[src/rtl/audio_pkg.sv]
// Shared types and helpers for the audio frame path: default sample width,
// frame FSM state and the two's-complement magnitude used by peak tracking.
package audio_pkg;

  localparam int AUDIO_DATA_W = 16;

  typedef enum logic {
    IDLE = 1'b0,
    RUN  = 1'b1
  } frame_state_t;

  // |s| for a two's-complement sample; the most negative code saturates to max positive.
  function automatic logic [AUDIO_DATA_W-2:0] abs_sat(input logic [AUDIO_DATA_W-1:0] s);
    logic [AUDIO_DATA_W-1:0] mag;
    mag = s[AUDIO_DATA_W-1] ? (~s + 1'b1) : s;
    if (mag[AUDIO_DATA_W-1]) return {(AUDIO_DATA_W-1){1'b1}};
    return mag[AUDIO_DATA_W-2:0];
  endfunction

endpackage

[src/rtl/audio_skid_buf.sv]
// Two-entry valid/ready buffer; registered output, one cycle write-to-read latency.
// wr_ready depends only on occupancy, so there is no combinational path from rd_ready upstream.
module audio_skid_buf #(
  parameter int W = 8
) (
  input  logic         clk,
  input  logic         rst,
  input  logic         wr_valid,
  input  logic [W-1:0] wr_data,
  output logic         wr_ready,
  output logic         rd_valid,
  input  logic         rd_ready,
  output logic [W-1:0] rd_data,
  output logic [1:0]   occ
);

  logic [W-1:0] ent [2];
  logic         wr_ptr;
  logic         rd_ptr;
  logic         push;
  logic         pop;

  assign wr_ready = (occ != 2'd2);
  assign push     = wr_valid && wr_ready;
  assign rd_valid = (occ != 2'd0);
  assign pop      = rd_valid && rd_ready;
  // Writes always land in the other slot while the head is occupied, so the head holds stable.
  assign rd_data  = ent[rd_ptr];

  always_ff @(posedge clk or posedge rst) begin
    if (rst) begin
      ent[0] <= '0;
      ent[1] <= '0;
      wr_ptr <= 1'b0;
      rd_ptr <= 1'b0;
      occ    <= 2'd0;
    end else begin
      if (push) begin
        ent[wr_ptr] <= wr_data;
        wr_ptr      <= ~wr_ptr;
      end
      if (pop) rd_ptr <= ~rd_ptr;
      case ({push, pop})
        2'b10:   occ <= occ + 2'd1;
        2'b01:   occ <= occ - 2'd1;
        default: ;
      endcase
    end
  end

endmodule

[src/rtl/audio_frame_reader.sv]
// Pops FWFT FIFO samples into fixed-length sop/eop-tagged frames; optional peak output under AUDIO_FRAME_PEAK_EN.
// One cycle pop-to-output latency; m_ready stalls are absorbed by a 2-entry skid buffer, frames never truncate.
module audio_frame_reader
  import audio_pkg::*;
#(
  parameter int DATA_W    = AUDIO_DATA_W,
  parameter int FRAME_LEN = 256,
  parameter int IDX_W     = 11,
  parameter int FCNT_W    = 16
) (
  input  logic              rd_clk,
  input  logic              rd_rst,
  input  logic              enable,
  output logic              fifo_rd_en,
  input  logic              fifo_rd_vld,
  input  logic [DATA_W-1:0] fifo_rd_data,
  output logic              m_valid,
  input  logic              m_ready,
  output logic [DATA_W-1:0] m_data,
  output logic              m_sop,
  output logic              m_eop,
  output logic [IDX_W-1:0]  m_idx,
  output logic [FCNT_W-1:0] frame_cnt,
  output logic              underrun,
  input  logic              underrun_clr,
  output logic              busy
`ifdef AUDIO_FRAME_PEAK_EN
  ,
  output logic [DATA_W-2:0] peak_val,
  output logic              peak_vld
`endif
);

  localparam int               PW   = DATA_W + 2 + IDX_W;
  localparam logic [IDX_W-1:0] LAST = IDX_W'(FRAME_LEN - 1);

  frame_state_t     state;
  logic [IDX_W-1:0] idx;
  logic [1:0]       occ;
  logic             buf_ready;
  logic             pop;
  logic             last;
  logic [PW-1:0]    buf_out;

  assign pop        = fifo_rd_vld && (state == RUN) && buf_ready;
  assign fifo_rd_en = pop;
  assign last       = (idx == LAST);
  assign busy       = (state == RUN) || (occ != 2'd0);

  audio_skid_buf #(.W(PW)) u_skid (
    .clk      (rd_clk),
    .rst      (rd_rst),
    .wr_valid (pop),
    .wr_data  ({fifo_rd_data, (idx == '0), last, idx}),
    .wr_ready (buf_ready),
    .rd_valid (m_valid),
    .rd_ready (m_ready),
    .rd_data  (buf_out),
    .occ      (occ)
  );

  assign {m_data, m_sop, m_eop, m_idx} = buf_out;

  // enable is only looked at in IDLE and on the last pop of a frame.
  always_ff @(posedge rd_clk or posedge rd_rst) begin
    if (rd_rst) begin
      state     <= IDLE;
      idx       <= '0;
      frame_cnt <= '0;
    end else begin
      case (state)
        IDLE: begin
          if (enable) begin
            state <= RUN;
            idx   <= '0;
          end
        end
        RUN: begin
          if (pop) begin
            if (last) begin
              idx       <= '0;
              frame_cnt <= frame_cnt + 1'b1;
              if (!enable) state <= IDLE;
            end else begin
              idx <= idx + 1'b1;
            end
          end
        end
        default: state <= IDLE;
      endcase
    end
  end

  always_ff @(posedge rd_clk or posedge rd_rst) begin
    if (rd_rst) underrun <= 1'b0;
    else if ((state == RUN) && (idx != '0) && !fifo_rd_vld) underrun <= 1'b1;
    else if (underrun_clr) underrun <= 1'b0;
  end

`ifdef AUDIO_FRAME_PEAK_EN
  logic [DATA_W-2:0] run_max;
  logic [DATA_W-2:0] cur_abs;
  logic [DATA_W-2:0] frame_max;

  assign cur_abs   = abs_sat(fifo_rd_data);
  // The first sample of a frame restarts the running maximum.
  assign frame_max = ((idx == '0) || (cur_abs > run_max)) ? cur_abs : run_max;

  always_ff @(posedge rd_clk or posedge rd_rst) begin
    if (rd_rst) begin
      run_max  <= '0;
      peak_val <= '0;
      peak_vld <= 1'b0;
    end else begin
      peak_vld <= 1'b0;
      if (pop) begin
        run_max <= frame_max;
        if (last) begin
          peak_val <= frame_max;
          peak_vld <= 1'b1;
        end
      end
    end
  end
`endif

endmodule

[config.mk]
export PLATFORM = sky130hd
export DESIGN_NAME = audio_frame_reader
export DESIGN_NICKNAME = d
export VERILOG_FILES = /design/src/rtl/audio_pkg.sv /design/src/rtl/audio_skid_buf.sv /design/src/rtl/audio_frame_reader.sv
export SDC_FILE = /design/constraint.sdc
export NUM_CORES = 1
export LEC_CHECK = 0
export CORE_MARGIN = 8
export CORE_UTILIZATION = 40
export CTS_CLUSTER_SIZE = 8
export DETAILED_ROUTE_END_ITERATION = 6
export PLACE_DENSITY = 0.59
export SYNTH_ARGS = -nofsm -noshare
export SYNTH_HDL_FRONTEND = slang
export SYNTH_SLANG_ARGS = --single-unit
[constraint.sdc]
create_clock -name rd_clk -period 3.8 [get_ports rd_clk]
set_clock_uncertainty 0.05 [all_clocks]
set_input_delay 1.14 -clock rd_clk [delete_from_list [all_inputs] [get_ports rd_clk]]
set_output_delay 1.14 -clock rd_clk [all_outputs]
set_load 0.005 [all_outputs]
After elaboration in Yosys (flattened, before gate mapping)
Index checks and enable logic that the tools add are counted.
- output and inout port bits: 49
- register bits after elaboration: 91
- input bits: 22
- logic and storage cells: 60
- reduce and logical (&&, ||, !) cells: 16
- eq/ne operators: 6
- magnitude comparators: 3
- bitwise operators: 5
- multiplexer cells: 17
- add/sub/neg operators: 4
- operator list (cell ; number):
    29-bit two-way mux ; 4
    58-bit bitwise mux ; 1
    11-bit two-way mux ; 3
    29-bit demux with 1-bit select ; 1
    11-bit case mux with 2 select lines ; 1
    16-bit by 1-bit adder with 16-bit output (second input constant) ; 1
    11-bit by 1-bit adder with 11-bit output (second input constant) ; 1
    11-bit by 8-bit == test with 1-bit output (second input constant) ; 1
    11-bit zero test ; 1
    11-bit nonzero test ; 1
    1-bit logical AND ; 7
    2-bit nonzero test ; 3
    1-bit two-way mux ; 5
    2-bit >= comparator (second input constant) ; 2
    2-bit != test (second input constant) ; 2
    1-bit inverter with 2-bit output ; 2
    2-bit case mux with 2 select lines ; 1
    1-bit inverter ; 3
    3-bit AND reduction ; 1
    2-bit by 1-bit adder with 2-bit output (second input constant) ; 1
    2-bit by 1-bit == test with 1-bit output (second input constant) ; 1
    2-bit == test (second input constant) ; 1
    2-bit by 1-bit less-than comparator with 1-bit output (second input constant) ; 1
    2-bit by 1-bit != test with 1-bit output (second input constant) ; 1
    5 further kinds ; 5

Depth between registers and ports, before layout
- word-level depth: 6
- gate-level depth with buffers: 7
- gate-level depth less buffers: 7

Modules after synthesis
A second synthesis with hierarchy kept.
- cell total of the unflattened synthesis: 307
- area total of the unflattened synthesis: 4267.8 um^2
- by module, submodules not included (module ; area an instance (um^2) ; times used ; cells each ; seq. area each (um^2)):
    audio_skid_buf ; 2800.2 ; 1 ; 172 ; 1551.5
    audio_frame_reader ; 1467.7 ; 1 ; 135 ; 725.7

Least setup slack after synthesis
Ideal clock, no wire load.
- path kind: input port to flip-flop
- start: input fifo_rd_vld
- end: register frame_cnt[7]
- buffers on the path: 1
- required time: 3.624 ns
- path slack: 1.085 ns
- library setup time: 0.126 ns
- cell stages on the path: 5
- arrival: 2.539 ns
- cells stage by stage: nand2_1 -> or4_1 -> buf_2 -> or4_4 -> xnor2_2
- word-level cells in the longest chain between the ends: 3
- ends and longest elaborated chain (item ; line ; RTL):
    from (decl) ; audio_frame_reader.sv:15 ; input logic fifo_rd_vld,
    1-bit logical AND (2 in series) ; audio_frame_reader.sv:45 ; assign pop = fifo_rd_vld && (state == RUN) && buf_ready;
    3-bit AND reduction (no line) ; - ;
    to (signal assigned) ; audio_frame_reader.sv:82 ; frame_cnt <= frame_cnt + 1'b1;
    to (decl) ; audio_frame_reader.sv:23 ; output logic [FCNT_W-1:0] frame_cnt,
Every way passes these cells.
A chain may end at the register's enable or synchronous reset.

Worst setup path after layout
- start: input fifo_rd_vld
- end: output fifo_rd_en
- word-level cells in the longest chain between the ends: 2
- ends and longest elaborated chain (item ; line ; RTL):
    1-bit logical AND (2 in series) ; audio_frame_reader.sv:45 ;
    to (decl) ; audio_frame_reader.sv:14 ; output logic fifo_rd_en,
Every way passes these cells.

==> impl_metrics.tcl <==
set metrics [dict create \
    synth_cell_types 37 \
    die_h_um 118 \
    synth_seq_cells 91 \
    final_hold_viol_count 0 \
    min_period_over_period_pct 97.4 \
    hold_start "frame_cnt[15]$_DFFE_PP0P_" \
    startpoint "fifo_rd_vld" \
    ant_nets 0 \
    dpl.hpwl_mm 6.30 \
    total_leakage_power_nw 2.26 \
    cp-start-kind "primary input" \
    ys_warn_count 0 \
    irDropWorstVdd_v 0.000265 \
    setup-violations-final 0 \
    grt_max_degree 40 \
    cts_hold_buf 0 \
    synth_top_cell_area_share_pct 54.6 \
    tightestPinTransition_ns 0.712 \
    drc 0 \
    critPathArrivalTime_ns 2.51 \
    post_cts_resized 0 \
    numCtsBuffers 9 \
    slew_headroom_pct 52.3 \
    die_x_um 118 \
    cp_max_fo 4 \
    cts_tree "yes" \
    worstPathRequired_ns 2.61 \
    layout-drive-gt1-share_pct 28.9 \
    antenna_found_initial 0 \
    dieArea_um2 13900 \
    fmax_ghz 0.270 \
    yosys-top-cells-count "91 x dfrtp_1, 85 x mux2_2, 16 x nand2_1, 12 x xnor2_1, 11 x nand3_1" \
    power_density_nw_per_um2 688 \
    status "finished, final reports clean" \
    synth_edf_count 0 \
    fill_cells 922 \
    r2r.worst_path.cells 5 \
    avgRoutedWirePerCell_um 16.7 \
    finalSetupTns_ns 0 \
    placed_area_um2 5060 \
    num-nets-final 430 \
    drt_iter0_drc 128 \
    grt_overflow 0 \
    num_vias 2795 \
    h-tree-depth 3 \
    num_antenna_cells 0 \
    postCtsSetupBuffers 0 \
    port_buffers 70 \
    cts_sinks 91 \
    vias_per_cell 5.13 \
    dr.pass1.iters 4 \
    ys_seq_area_share_pct 54.6 \
    maxCapViolations 0 \
    endpoint_kind "output port" \
    rows 37 \
    track_usage_pct 13.9 \
    path_clk_slew_ns 0.09 \
    slew_viol_final 0 \
    syn_nets 355 \
    final_area_um2 5260 \
    syn_inst 329 \
    start_util_pct 40.7 \
    synth_largest_area_cell "dfrtp_1" \
    drt_wl_total_mm 9.11 \
    clock-root-buffer "clkbuf_8" \
    min_period_ns 3.70 \
    area_growth_pct 26.1 \
    clkLatencyLatePin_ns 0.35 \
    rr_startpoint "idx[0]$_DFFE_PP0P_" \
    netlist_top_cells_area "dfrtp_1 55%, mux2_2 23%, xnor2_1 2.5%" \
    yosys.cell_count.top_type "dfrtp_1" \
    synth_area_per_cell_um2 12.7 \
    rsz0062_at_grt "false" \
    ys.flop_type "dfrtp_1" \
    cts_buffer_depth 2 \
    routabilityCongestion 0.811 \
    grt_pass1_wl_mm 15.8 \
    min_path_type "reg2reg" \
    holdPathStages 1 \
    ios 71 \
    utilization_pct 51.4 \
    syn_area_um2 4170 \
    grt_pass1_vias 2997 \
    core_area_um2 10200 \
    worst-setup-path-type "in2out" \
    async_flop_share_pct 100 \
]
==> path summary, 6_finish.rpt <==
check,to,slack [ns]
min in group asynchronous,u_skid.ent[45]$_DFFE_PP0P_,1.07
hold reg to reg,frame_cnt[15]$_DFFE_PP0P_,0.44
max in group asynchronous,u_skid.ent[51]$_DFFE_PP0P_,1.93
hold / removal,frame_cnt[15]$_DFFE_PP0P_,0.44
setup reg to reg,frame_cnt[7]$_DFFE_PP0P_,1.51
setup / recovery,fifo_rd_en,0.1
==> area by class of cell <==
class / instances / area (um^2) / share of cell area [%]
inverters: 9 / 35.0 / 0.667
repair buffers: 79 / 793 / 15.1
multi-input cells: 214 / 1790 / 34.1
well taps: 136 / 170 / 3.24
clock inverters: 5 / 36.3 / 0.690
flip-flops and latches: 91 / 2280 / 43.3
clock buffers: 11 / 151 / 2.88
==> critical path: stages <==
cell,delay [ns]
clkdlybuf4s50_1,0.51
nand2_1,0.10
nor2_2,0.17
clkdlybuf4s50_1,0.59
==> sequential cells by signal, summed over array words and instances, names as in the netlist <==
| register | flops |
|---|---|
| u_skid.ent | 58 |
| state | 1 |
| u_skid.wr_ptr | 1 |
| idx | 11 |
| u_skid.occ | 2 |
| underrun | 1 |
| u_skid.rd_ptr | 1 |
| frame_cnt | 16 |
==> kinds of logic after synthesis <==
logic type	after synthesis	synth area share, %
flops	91	54.6
mux	88	23.7
simple gates	82	10.7
buf+inv	24	2.43
compound gates	20	2.88
xor+xnor	20	4.38
fa+ha+maj	4	1.20
==> where the power goes <==
group          internal, mW  switching (mW)
logic                 0.946           0.542
registers              1.30           0.210
clock network         0.275           0.345
total                  2.52            1.10
==> per-stage QoR <==
stage,worst slack [ns],hold WS [ns],power (mW),std cells
6_report,0.0992,0.436,3.61,545
5_1_grt,0.0511,0.469,3.88,545
3_3_place_gp,0.0757,0.411,3.01,529
4_1_cts,0.0348,0.443,3.68,545
3_5_place_dp,0.0369,0.417,3.05,529
2_1_floorplan,0.246,0.396,2.37,329
==> layer usage <==
layer	wire, um	vias up	GRT usage, %
met5	0	-	0
li1	-	1319	-
met1	4370	1388	18.8
met2	4100	78	20.5
met4	108	0	4.40
met3	541	10	4.51
==> layout by cell type, fill, tap and decap left out, types with 2 or more instances in the layout <==
master and instances:
nand2_1 16, nor4_1 4, clkinvlp_4 3, buf_12 2, clkbuf_8 11, and3_1 3, dfrtp_1 91, clkinv_2 2
clkdlybuf4s50_1 70, xnor2_1 12, nand3_1 11, buf_4 7, a21oi_1 6, nor2_1 8, or3_1 8, or4_1 3
o31ai_1 2, mux2_1 2, xor2_1 7, nand4_1 9, ha_1 4, or2_2 2, inv_1 8, mux2_2 85
nor3_1 9, nor2b_1 2, o21ai_0 7
No activity file was read; power rests on OpenSTA's default activity.
